### config.mk
export PLATFORM = sky130hd
export DESIGN_NAME = reset_seq
export DESIGN_NICKNAME = d
export VERILOG_FILES = /design/src/rtl/reset_seq_pkg.sv /design/src/rtl/sync2.sv /design/src/rtl/reset_seq.sv
export SDC_FILE = /design/constraint.sdc
export NUM_CORES = 1
export LEC_CHECK = 0
export BUFFER_PORTS_ARGS = -buffer_cell sky130_fd_sc_hd__buf_4
export CAP_MARGIN = 15
export CORE_UTILIZATION = 31
export DETAILED_ROUTE_END_ITERATION = 12
export PLACE_DENSITY = 0.44
export SLEW_MARGIN = 20
export SYNTH_ARGS = -nofsm -noshare
export SYNTH_HDL_FRONTEND = slang
export SYNTH_HIERARCHICAL = 1
export SYNTH_SLANG_ARGS = --single-unit
### constraint.sdc
create_clock -name clk -period 1.95 [get_ports clk]
set_input_delay 0.2925 -clock clk [delete_from_list [all_inputs] [get_ports clk]]
set_output_delay 0.2925 -clock clk [all_outputs]
set_load 0.1 [all_outputs]
### src/rtl/reset_seq_pkg.sv
// Shared types and sizing helpers for the reset sequencer.
package reset_seq_pkg;

  // Sequencer phases: wait for lock, prove lock stable, hold reset, run.
  typedef enum logic [1:0] {
    S_WAIT   = 2'd0,
    S_STABLE = 2'd1,
    S_HOLD   = 2'd2,
    S_RUN    = 2'd3
  } state_t;

  localparam int unsigned LOSS_W = 8;

  // Width of a counter that must reach max(a, b) - 1.
  function automatic int unsigned cnt_width(input int unsigned a, input int unsigned b);
    int unsigned m;
    m = (a > b) ? a : b;
    return (m < 32'd2) ? 32'd1 : 32'($clog2(m));
  endfunction

  localparam int unsigned CNT_W_DEFAULT = cnt_width(32'd1024, 32'd16);

endpackage

### src/rtl/sync2.sv
// Two-flop synchronizer for a single asynchronous bit.
module sync2 (
  input  logic clk,
  input  logic rst,
  input  logic d,
  output logic q
);

  logic meta;

  // Shift the async input through two flops; reset clears both.
  always_ff @(posedge clk) begin
    if (rst) begin
      meta <= 1'b0;
      q    <= 1'b0;
    end else begin
      meta <= d;
      q    <= meta;
    end
  end

endmodule

### src/rtl/reset_seq.sv
// Reset sequencer: waits for a stable PLL lock, holds downstream reset,
// then releases it; re-enters reset on lock loss or a soft request.
module reset_seq
  import reset_seq_pkg::*;
#(
  parameter int unsigned STABLE_CYCLES = 1024,
  parameter int unsigned HOLD_CYCLES   = 16
) (
  input  logic              clk,
  input  logic              rst,
  input  logic              pll_locked,
  input  logic              rst_req,
  output logic              rst_out,
  output logic              ready,
  output logic [LOSS_W-1:0] lock_loss_cnt
);

  localparam int unsigned     CNT_W       = cnt_width(STABLE_CYCLES, HOLD_CYCLES);
  localparam logic [CNT_W-1:0] STABLE_LAST = CNT_W'(STABLE_CYCLES - 1);
  localparam logic [CNT_W-1:0] HOLD_LAST   = CNT_W'(HOLD_CYCLES - 1);
  localparam logic [LOSS_W-1:0] LOSS_MAX   = '1;

  state_t           state;
  logic [CNT_W-1:0] cnt;
  logic             locked_s;

  sync2 u_sync_lock (
    .clk (clk),
    .rst (rst),
    .d   (pll_locked),
    .q   (locked_s)
  );

  // Sequencer FSM; rst_out/ready are flops that always mirror (state != S_RUN),
  // so they change only on the edges that enter or leave S_RUN.
  always_ff @(posedge clk) begin
    if (rst) begin
      state         <= S_WAIT;
      cnt           <= '0;
      lock_loss_cnt <= '0;
      rst_out       <= 1'b1;
      ready         <= 1'b0;
    end else begin
      case (state)
        S_WAIT: begin
          cnt <= '0;
          if (locked_s) state <= S_STABLE;
        end
        S_STABLE: begin
          if (!locked_s) begin
            state <= S_WAIT;
            cnt   <= '0;
          end else if (cnt == STABLE_LAST) begin
            state <= S_HOLD;
            cnt   <= '0;
          end else begin
            cnt <= cnt + CNT_W'(1);
          end
        end
        S_HOLD: begin
          if (!locked_s) begin
            state <= S_WAIT;
            cnt   <= '0;
          end else if (rst_req) begin
            cnt <= '0;
          end else if (cnt == HOLD_LAST) begin
            state   <= S_RUN;
            cnt     <= '0;
            rst_out <= 1'b0;
            ready   <= 1'b1;
          end else begin
            cnt <= cnt + CNT_W'(1);
          end
        end
        S_RUN: begin
          // Lock loss outranks a simultaneous soft request.
          if (!locked_s) begin
            state   <= S_WAIT;
            cnt     <= '0;
            rst_out <= 1'b1;
            ready   <= 1'b0;
            if (lock_loss_cnt != LOSS_MAX) lock_loss_cnt <= lock_loss_cnt + LOSS_W'(1);
          end else if (rst_req) begin
            state   <= S_HOLD;
            cnt     <= '0;
            rst_out <= 1'b1;
            ready   <= 1'b0;
          end
        end
        default: begin
          state   <= S_WAIT;
          cnt     <= '0;
          rst_out <= 1'b1;
          ready   <= 1'b0;
        end
      endcase
    end
  end

endmodule

==> impl_metrics.tcl, run 1 <==
set metrics [dict create \
    outcome "completed" \
    timing.slew.headroom_pct 71.9 \
    insertion_delay_ns 0.26 \
    die_h_um 68.0 \
    cts_inserted_buffers 3 \
    htree_num_levels 1 \
    grt_first_pass_wirelength_um 5000 \
    tightestPinTransition_ns 0.422 \
    clockBufferDepth 2 \
    slowest_stage "dfxtp_1" \
    timing.critical_path.to_type "register" \
    ir_drop_mv 0.207 \
    grt_util_all_layers_pct 14.6 \
    syn_inst 157 \
    placed_area_um2 1530 \
    period_utilization_pct 93.5 \
    layout_min_cycle_time_ns 1.82 \
    finClkSkew_ns 0.00307 \
    layout-area-overhead-vs-synth_pct 19.7 \
    1st_iter_drt_viols 55 \
    core.rowCount 23 \
    timing.critical_path.buf_inv 0 \
    layout_setup_ws_ns 0.126 \
    final.setup.tns_ns 0 \
    numClockSinks 24 \
    post-place-ws_ns 0.0558 \
    design.die.area_um2 4620 \
    totalWireLength_um 3050 \
    clkTransAtPathRegs_ns 0.09 \
    grt_start_max_net_pins 26 \
    drt.antenna.violating_nets 0 \
    yosys_warnings 6 \
    drv_cap 0 \
    final-hold-violation-count 0 \
    syn-num-nets 167 \
    numPlacedInstances 220 \
    stdcell_count 225 \
    cts.root.buffer_cell "clkbuf_8" \
    power_per_cell_area_nw_per_um2 561 \
    drc 0 \
    setup_violations 0 \
    placer_congestion 0.758 \
    critical_path.cell_chain "ha_1, nand3_4, o311ai_4, a21boi_0, o22ai_1, nor2_1" \
    number_of_different_library_cells_in_the_post_synthesis_netlist 47 \
    min_path_type "in2reg" \
    die_w_um 68.0 \
    rsz0062_at_grt "no" \
    stdcell_area_um2 1620 \
    initial_utilization_pct 33.0 \
    coreArea_um2 4090 \
    fmax_mhz 548 \
    clock_tree_from_tritoncts "yes" \
    io-pin-count 14 \
    synth-seq-area-share_pct 35.6 \
    dr_total_vias 1169 \
    port-buffer-count 13 \
    syn-mean-instance-area_um2 8.60 \
    post-route-util_pct 39.6 \
    via_count_of_the_first_global_routing_pass 1111 \
    routed_via_density 5.20 \
    worst-path-max-fanout 7 \
    cpLargestDelayFamily "compound AO/OA/AOI/OAI gates" \
    fin_nets 186 \
    synth_area_um2 1350 \
    slew_violations 0 \
    n_antenna_cell 0 \
    count_of_tritonroute_iterations_in_the_first_routing_pass 4 \
    ys_ff_latch 24 \
    globalRoute.totalOverflow 0 \
    max_stage_delay_ns 0.40 \
    worstSetupPathType "reg2reg" \
    required_time_of_the_critical_path_ns 2.16 \
    cp-start-kind "register" \
    total_leakage_power_nw 0.552 \
    cp_arrival_ns 2.03 \
    wl_per_cell_um 13.6 \
    antenna_found_initial 0 \
    drive_gt1_share_pct 23.4 \
    post-dp-hpwl_um 2190 \
]
-- report_power, final --
group          internal [mW]  switching (mW)
sequential             0.495         0.00622
combinational         0.0258          0.0349
clock                  0.180           0.164
-- per-layer routing --
metal / GRT usage (%) / vias up / wire (µm)
met5: 0 / - / 0
met4: 4.69 / 0 / 20
met3: 2.50 / 2 / 83
met2: 23.5 / 16 / 1360
met1: 19.5 / 544 / 1580
li1: - / 607 / -
-- through the flow --
step	hold WS (ns)	total power, mW
3_3_place_gp	0.424	0.569
6_report	0.234	0.906
3_5_place_dp	0.427	0.570
2_1_floorplan	0.364	0.550
4_1_cts	0.228	0.919
5_1_grt	0.239	0.951
-- cells in the final DEF (no fill, tap or decap), types with 2 or more instances in the layout --
cell,n
nand2b_1,2
nand2_1,13
nor2b_1,6
inv_1,3
xnor2_1,2
a21oi_1,6
o21a_1,2
clkbuf_8,4
nor3_1,6
a31oi_1,4
nand4b_1,2
or3_1,4
nor4_1,2
nand4_1,3
xor2_1,4
nand3_1,7
nand3b_1,3
ha_1,6
dfxtp_1,18
buf_4,22
o21ai_0,5
a22oi_1,3
a22oi_2,2
dfxtp_2,6
nor2_1,18
-- worst reg2reg max path, stage by stage (launching register included) --
cell      delay [ns]
dfxtp_1         0.40
ha_1            0.26
nand3_4         0.16
o311ai_4        0.39
a21boi_0        0.36
o22ai_1         0.13
nor2_1          0.09
-- cell usage after synthesis, drive strengths merged --
cell type / number / area (µm²)
a21boi: 1 / 7.51
dfxtp: 24 / 480
o21ai: 6 / 30.0
a41oi: 2 / 25.0
o311ai: 1 / 16.3
o31a: 1 / 8.76
nor4: 3 / 33.8
or3: 4 / 25.0
o21a: 2 / 15.0
xnor2: 2 / 17.5
ha: 6 / 75.1
and2: 1 / 6.26
o21bai: 1 / 7.51
nand4: 3 / 18.8
inv: 3 / 11.3
buf: 5 / 37.5
nor3b: 1 / 7.51
xor2: 4 / 35.0
a311oi: 1 / 8.76
nand4b: 2 / 17.5
or4: 1 / 11.3
nor2: 18 / 67.6
a211oi: 1 / 7.51
nand2b: 2 / 12.5
a22oi: 5 / 47.5
or4b: 1 / 10.0
nand3: 8 / 45.0
o32ai: 1 / 8.76
nand2: 13 / 48.8
clkbuf: 3 / 11.3
nor3: 6 / 30.0
nor2b: 6 / 37.5
a21oi: 6 / 30.0
nand3b: 3 / 22.5
o22ai: 2 / 18.8
a31oi: 4 / 25.0
and4: 1 / 8.76
or2: 1 / 6.26
and3: 1 / 6.26
mux2i: 1 / 10.0
-- path summary, 6_finish.rpt --
| check | slack (ns) | depth (start not counted) | start | end |
|---|---|---|---|---|
| setup reg to reg | 0.13 | 6 | cnt[0]$_SDFFE_PP0P_ | state[0]$_SDFFE_PP0P_ |
| hold / removal | 0.23 | 2 | pll_locked | u_sync_lock/meta$_SDFF_PP0_ |
| hold reg to reg | 0.44 | 1 | u_sync_lock/meta$_SDFF_PP0_ | u_sync_lock/q$_SDFF_PP0_ |
| setup / recovery | 0.13 | 6 | cnt[0]$_SDFFE_PP0P_ | state[0]$_SDFFE_PP0P_ |
-- registers in the layout, summed over array words and instances, names as in the netlist --
| register | cells |
|---|---|
| ready | 1 |
| u_sync_lock/q | 1 |
| cnt | 10 |
| u_sync_lock/meta | 1 |
| rst_out | 1 |
| lock_loss_cnt | 8 |
| state | 2 |
-- what timing repair did --
action | in CTS | in global routing
hold buffers | 0 | 0
gates resized for setup | 0 | 3
buffers inserted | 0 | 1
endpoints found under the setup margin | 0 | 11
-- logic make-up (layout without fill, tap and decap cells) --
group | after synthesis | count (layout) | synth area share, %
simple gates | 75 | 75 | 30.8
compound gates | 34 | 34 | 19.0
flops | 24 | 24 | 35.6
buf+inv | 11 | 29 | 4.45
fa+ha+maj | 6 | 6 | 5.56
xor+xnor | 6 | 6 | 3.89
mux | 1 | 1 | 0.741
-- area by class of cell --
type | count | area [µm²]
Clock buffer | 4 | 55.1
Inverter | 3 | 11.3
Timing Repair Buffer | 22 | 165
Sequential cell | 24 | 488
Multi-Input combinational cell | 122 | 835
Tap cell | 50 | 62.6
Fill cell | 432 | 2470
No activity file was read; power rests on OpenSTA's default activity.
==> inputs of run 2 (changes only) <==
Settings changed: ABC_AREA set to 1.
==> run 2 against run 1 <==
- synthesized cell count rose by 34%
- fmax rose by 13%
- clock skew rose by 0.0037 ns
- clock power down 14%
- final area fell by 1.3%
- register-to-register slack better by 0.20 ns
- global-route usage is essentially flat
- critical path depth is 2 higher
- cell count increased by 22%
- largest power group unchanged
- sequential share of layout area increased by 0.17 points
==> impl_metrics.tcl, run 2 <==
set metrics [dict create \
    outcome "completed" \
    count_of_tritonroute_iterations_in_the_first_routing_pass 5 \
    leading_cell_types_in_the_layout_fill_and_taps_excluded "56 x nand2_1, 25 x nor2_1, 22 x inv_1" \
    worst_hold_slack_ns 0.230 \
    synth_enable_flop_cells 0 \
    synth_ff_type "dfxtp_1" \
    top_register "cnt" \
    min_delay_path_depth 3 \
    grt_start_max_net_pins 18 \
    largest_register_ff_count 10 \
    post-dp-hpwl_um 2500 \
    globalRoute.totalOverflow 0 \
    grt_util_all_layers_pct 14.6 \
    routed_via_density 4.96 \
    period_utilization_pct 83.1 \
    timing.critical_path.to_type "register" \
    cts_inserted_buffers 3 \
    synth_area_um2 1400 \
    layout-area-overhead-vs-synth_pct 14.0 \
    slew_violations 0 \
    placer_congestion 0.824 \
    rsz0062_at_grt "no" \
    via_count_of_the_first_global_routing_pass 1296 \
    synthDominantAreaCellType "dfxtp_1" \
    most_frequent_standard_cell_in_the_layout_excluding_fill_and_tap_cells "nand2_1" \
    timing.slew.headroom_pct 75.7 \
    grt_first_pass_wirelength_um 5730 \
    ys_ff_latch 24 \
    synth_most_common_cell "nand2_1" \
    worstReg2RegEnd "cnt[7]$_SDFFE_PP0P_" \
    synth.top_cell.area_share_pct 34.3 \
    ir_drop_mv 0.285 \
    required_time_of_the_critical_path_ns 2.10 \
    totalWireLength_um 3330 \
    htree_num_levels 1 \
    port-buffer-count 13 \
    slowest_stage "dfxtp_1" \
    syn-mean-instance-area_um2 6.66 \
    core.rowCount 24 \
    number_of_different_library_cells_in_the_post_synthesis_netlist 24 \
    placed_area_um2 1550 \
    cp-start-kind "register" \
    die_h_um 69.2 \
    n_antenna_cell 0 \
    syn_inst 210 \
    worst-path-max-fanout 9 \
    fin_nets 235 \
    syn-num-nets 220 \
    final.setup.tns_ns 0 \
    cts_hold_repair.buffers 0 \
    tightestPinTransition_ns 0.361 \
    clkTransAtPathRegs_ns 0.09 \
    post-route-util_pct 36.6 \
    numClockSinks 24 \
    cp_arrival_ns 1.77 \
    coreArea_um2 4350 \
    io-pin-count 14 \
    cpLargestDelayFamily "simple AND/OR/NAND/NOR gates" \
    initial_utilization_pct 32.1 \
    clock_tree_from_tritoncts "yes" \
    yosys_warnings 6 \
    dr_total_vias 1363 \
    r2r-start "cnt[0]$_SDFFE_PP0P_" \
    design.die.area_um2 4790 \
    total_leakage_power_nw 0.631 \
    clockBufferDepth 2 \
    synth-seq-area-share_pct 34.3 \
    post_cts_resize_count 0 \
    critical_path.cell_chain "ha_1, nand2_2, nor2_4, nand2_2, o21bai_4, nand2_2, nand2_1, a21oi_1" \
    hold_end "u_sync_lock/meta$_SDFF_PP0_" \
    layout_min_cycle_time_ns 1.62 \
    drive_gt1_share_pct 13.9 \
    min_path_type "in2reg" \
    reg2regPathDepth 8 \
    cts.root.buffer_cell "clkbuf_8" \
    stdcell_area_um2 1600 \
    regToRegSetupSlack_ns 0.33 \
    drt.antenna.violating_nets 0 \
    power_per_cell_area_nw_per_um2 543 \
    post-cts-setup-buffer-count 0 \
    holdCritStartpoint "pll_locked" \
    power.total_mw 0.867 \
    synth_async_sr_flop_share_pct 0 \
    synth_commonest_cells "56 x nand2_1, 25 x nor2_1, 24 x dfxtp_1" \
    die_w_um 69.2 \
    top_regs "cnt: 10 flops, lock_loss_cnt: 8 flops, state: 2 flops" \
    max_stage_delay_ns 0.42 \
    final-hold-violation-count 0 \
    num-fill-cells 457 \
    finClkSkew_ns 0.00676 \
    drv_cap 0 \
    setup_violations 0 \
    drc 0 \
    multi_input_comb_area_um2 810 \
    crit_path_frequent_cell "nand2_2" \
    timing.critical_path.buf_inv 0 \
    wl_per_cell_um 12.1 \
    ys_top_cells_by_area "dfxtp_1 34%, nand2_1 15%, nor2_1 6.7%, a21oi_1 6.4%, inv_1 5.9%" \
    seqCellArea_um2 484 \
    worstSetupPathType "reg2reg" \
    fmax_mhz 617 \
    antenna_found_initial 0 \
    insertion_delay_ns 0.26 \
    1st_iter_drt_viols 94 \
]
-- run 2: where the power goes --
group          total [mW]  internal (mW)  leakage (nW)  switching, mW
clock               0.297          0.138        0.0216          0.159
combinational      0.0698         0.0230         0.414         0.0469
sequential          0.500          0.495         0.196        0.00505
-- run 2: worst reg2reg max path, cell delays in order (launching register included) --
cell and delay [ns]:
dfxtp_1 0.42, ha_1 0.23, nand2_2 0.08, nor2_4 0.18
nand2_2 0.11, o21bai_4 0.16, nand2_2 0.16, nand2_1 0.11
a21oi_1 0.06
-- run 2: metal layers --
metal | vias to the layer above | track usage [%] | wire (µm) | share of wire (%)
met5 | - | 0 | 0 | 0
met3 | 4 | 3.05 | 121 | 3.6
met1 | 625 | 18.4 | 1650 | 50
met2 | 31 | 25.1 | 1510 | 45
met4 | 0 | 3.63 | 40 | 1.2
li1 | 703 | - | - | -
-- run 2: logic make-up (layout without fill, tap and decap cells) --
group           Yosys count  count (layout)  share of synthesized area (%)
compound gates           30              30                           12.1
flops                    24              24                           34.3
buf+inv                  28              41                           7.78
fa+ha+maj                 6               6                           5.37
xor+xnor                  6               6                           3.76
simple gates            116             116                           36.7
-- run 2: stage by stage --
step | cells | worst slack [ns]
2_1_floorplan | 210 | 0.0175
3_3_place_gp | 272 | 0.399
3_5_place_dp | 272 | 0.358
4_1_cts | 275 | 0.341
5_1_grt | 275 | 0.192
6_report | 275 | 0.330
-- run 2: worst max-delay path by stage --
stage | start | endpoint | slack (ns) | cells past startpoint
floorplan | lock_loss_cnt[2]$_SDFFE_PP0P_ | lock_loss_cnt[1]$_SDFFE_PP0P_ | 0.02 | 7
global placement | state[0]$_SDFFE_PP0P_ | cnt[7]$_SDFFE_PP0P_ | 0.40 | 8
detailed placement | cnt[0]$_SDFFE_PP0P_ | cnt[5]$_SDFFE_PP0P_ | 0.36 | 8
CTS | state[0]$_SDFFE_PP0P_ | cnt[7]$_SDFFE_PP0P_ | 0.34 | 8
global route | cnt[0]$_SDFFE_PP0P_ | state[0]$_SDFFE_PP0P_ | 0.19 | 8
finish | cnt[0]$_SDFFE_PP0P_ | cnt[7]$_SDFFE_PP0P_ | 0.33 | 8
-- run 2: final cells by class --
cell class / instances / share of cell area, %
multi-input combinational: 158 / 50.7
sequential: 24 / 30.4
timing repair buffer: 14 / 6.59
inverter: 24 / 5.65
tap: 52 / 4.08
clock buffer: 3 / 2.59
==> inputs of run 3 (changes only) <==
Clock period 1.95 ns to 1.5 ns, I/O delays scaled along.
==> run 3 against run 2 <==
- the run now ends with negative setup slack left
- clock power up 35%
- clock skew down 0.0012 ns
- sequential cell count unchanged
- wire length up 5.3%
- sequential share of layout area down 2.2 points
- core utilization up 4.9 points
- die area unchanged
- worst setup slack worse by 0.35 ns
==> impl_metrics.tcl, run 3 (synthesis gave the netlist of run 2 again) <==
set metrics [dict create \
    tightestPinTransition_ns 0.367 \
    total_leakage_power_nw 0.731 \
    die_h_um 69.2 \
    die_w_um 69.2 \
    insertion_delay_ns 0.27 \
    reg2regPathDepth 8 \
    count_of_tritonroute_iterations_in_the_first_routing_pass 4 \
    slowest_stage "dfxtp_2" \
    design.die.area_um2 4790 \
    clock_tree_from_tritoncts "yes" \
    min_path_type "in2reg" \
    most_frequent_standard_cell_in_the_layout_excluding_fill_and_tap_cells "nand2_1" \
    fmax_mhz 657 \
    final-hold-violation-count 0 \
    placer_congestion 0.865 \
    period_utilization_pct 101 \
    grt_util_all_layers_pct 14.3 \
    grt_start_max_net_pins 18 \
    n_antenna_cell 0 \
    core.rowCount 24 \
    coreArea_um2 4350 \
    clockBufferDepth 2 \
    slew_violations 0 \
    critical_path.cell_chain "ha_4, nand2_4, nor2_4, nand4_1, nand2_2, nand3_2, nor3_2, nor2_1" \
    via_count_of_the_first_global_routing_pass 1246 \
    totalWireLength_um 3500 \
    rsz0062_at_grt "yes" \
    layout_min_cycle_time_ns 1.52 \
    io-pin-count 14 \
    ir_drop_mv 0.377 \
    antenna_found_initial 0 \
    worst-path-max-fanout 5 \
    setup_violations 6 \
    fin_nets 250 \
    required_time_of_the_critical_path_ns 1.66 \
    drive_gt1_share_pct 27.2 \
    timing.critical_path.to_type "register" \
    max_stage_delay_ns 0.37 \
    routed_via_density 4.80 \
    worst_hold_slack_ns 0.163 \
    placed_area_um2 1660 \
    drt.antenna.violating_nets 0 \
    drc 0 \
    timing.slew.headroom_pct 75.3 \
    globalRoute.totalOverflow 0 \
    grt_first_pass_wirelength_um 5620 \
    htree_num_levels 1 \
    finClkSkew_ns 0.00555 \
    drv_cap 0 \
    layout-area-overhead-vs-synth_pct 29.2 \
    largest_register_ff_count 10 \
    layout_setup_ws_ns -0.0218 \
    top_regs "cnt: 10 flops, lock_loss_cnt: 8 flops, state: 2 flops" \
    cts.root.buffer_cell "clkbuf_8" \
    stdcell_area_um2 1810 \
    1st_iter_drt_viols 56 \
    cts_hold_repair.buffers 0 \
    cp-start-kind "register" \
    post-place-ws_ns 0.0131 \
    top_register "cnt" \
    dr_total_vias 1398 \
    worstSetupPathType "reg2reg" \
    leading_cell_types_in_the_layout_fill_and_taps_excluded "55 x nand2_1, 28 x buf_4, 23 x nor2_1" \
    numClockSinks 24 \
    power_per_cell_area_nw_per_um2 639 \
    port-buffer-count 13 \
    min_delay_path_depth 3 \
    outcome "complete, but fails checks" \
    initial_utilization_pct 32.1 \
    cp_arrival_ns 1.68 \
    num-fill-cells 455 \
    clkTransAtPathRegs_ns 0.09 \
    cts_inserted_buffers 3 \
    failing_checks "negative setup slack" \
    wl_per_cell_um 12.0 \
    post-dp-hpwl_um 2530 \
]
## run 3: changes by cell type in the layout (fill, tap and decap cells not counted), moves of 2 or more
cell | previous run | this run
ha_1 | 6 | 4
a21oi_2 | 0 | 2
nor2_2 | 1 | 3
nand2_4 | 0 | 2
dfxtp_2 | 3 | 8
a21oi_1 | 18 | 16
ha_4 | 0 | 2
nor2_1 | 25 | 23
buf_4 | 14 | 28
dfxtp_1 | 21 | 11
dfxtp_4 | 0 | 5
## run 3: what timing repair did
action / CTS / global route
gates resized for setup: 0 / 18
endpoints found under the setup margin: 5 / 18
setup buffers: 0 / 5
pin swaps: 0 / 8
## run 3: power breakdown
part	switching, mW	total (mW)	internal (mW)
registers	0.00490	0.641	0.636
logic	0.0721	0.115	0.0424
clock network	0.218	0.401	0.183
## run 3: worst paths after layout
kind / slack [ns] / startpoint / endpoint
worst max-delay path: -0.02 / cnt[1]$_SDFFE_PP0P_ / state[0]$_SDFFE_PP0P_
worst min-delay path: 0.16 / pll_locked / u_sync_lock/meta$_SDFF_PP0_
worst max register to register: -0.02 / cnt[1]$_SDFFE_PP0P_ / state[0]$_SDFFE_PP0P_
worst min register to register: 0.40 / u_sync_lock/meta$_SDFF_PP0_ / u_sync_lock/q$_SDFF_PP0_
## run 3: layout make-up
| cell class | count | area, µm² | share of cell area, % |
|---|---|---|---|
| multi-input combinational | 158 | 877 | 48.5 |
| sequential | 24 | 509 | 28.2 |
| timing repair buffer | 29 | 221 | 12.2 |
| inverter | 24 | 90.1 | 4.98 |
| tap | 52 | 65.1 | 3.60 |
| clock buffer | 3 | 41.3 | 2.28 |
| clock inverter | 1 | 3.75 | 0.208 |
## run 3: per-layer routing
| metal | share of wire, % | vias up | global-route usage [%] |
|---|---|---|---|
| met5 | 0 | - | 0 |
| met4 | 0.74 | 0 | 2.49 |
| met3 | 2.7 | 4 | 2.62 |
| met2 | 48 | 16 | 24.8 |
| met1 | 49 | 643 | 18.6 |
| li1 | - | 735 | - |
## run 3: worst max-delay path: cells and delay by family (launching register included)
family                     cells  cell delay [ns]
DFF                            1             0.37
and+or+nand+nor                7             0.89
adders and majority gates      1             0.15
## run 3: stage by stage
| stage | utilization [%] | TNS (ns) | power [mW] | instances |
|---|---|---|---|---|
| 2_1_floorplan | - | 0 | 0.717 | 210 |
| 3_3_place_gp | 38.1 | 0 | 0.762 | 282 |
| 3_5_place_dp | 38.1 | 0 | 0.761 | 282 |
| 4_1_cts | 39.2 | -0.0305 | 1.16 | 286 |
| 5_1_grt | 41.5 | -1.19 | 1.22 | 291 |
| 6_report | 41.5 | -0.0680 | 1.16 | 291 |
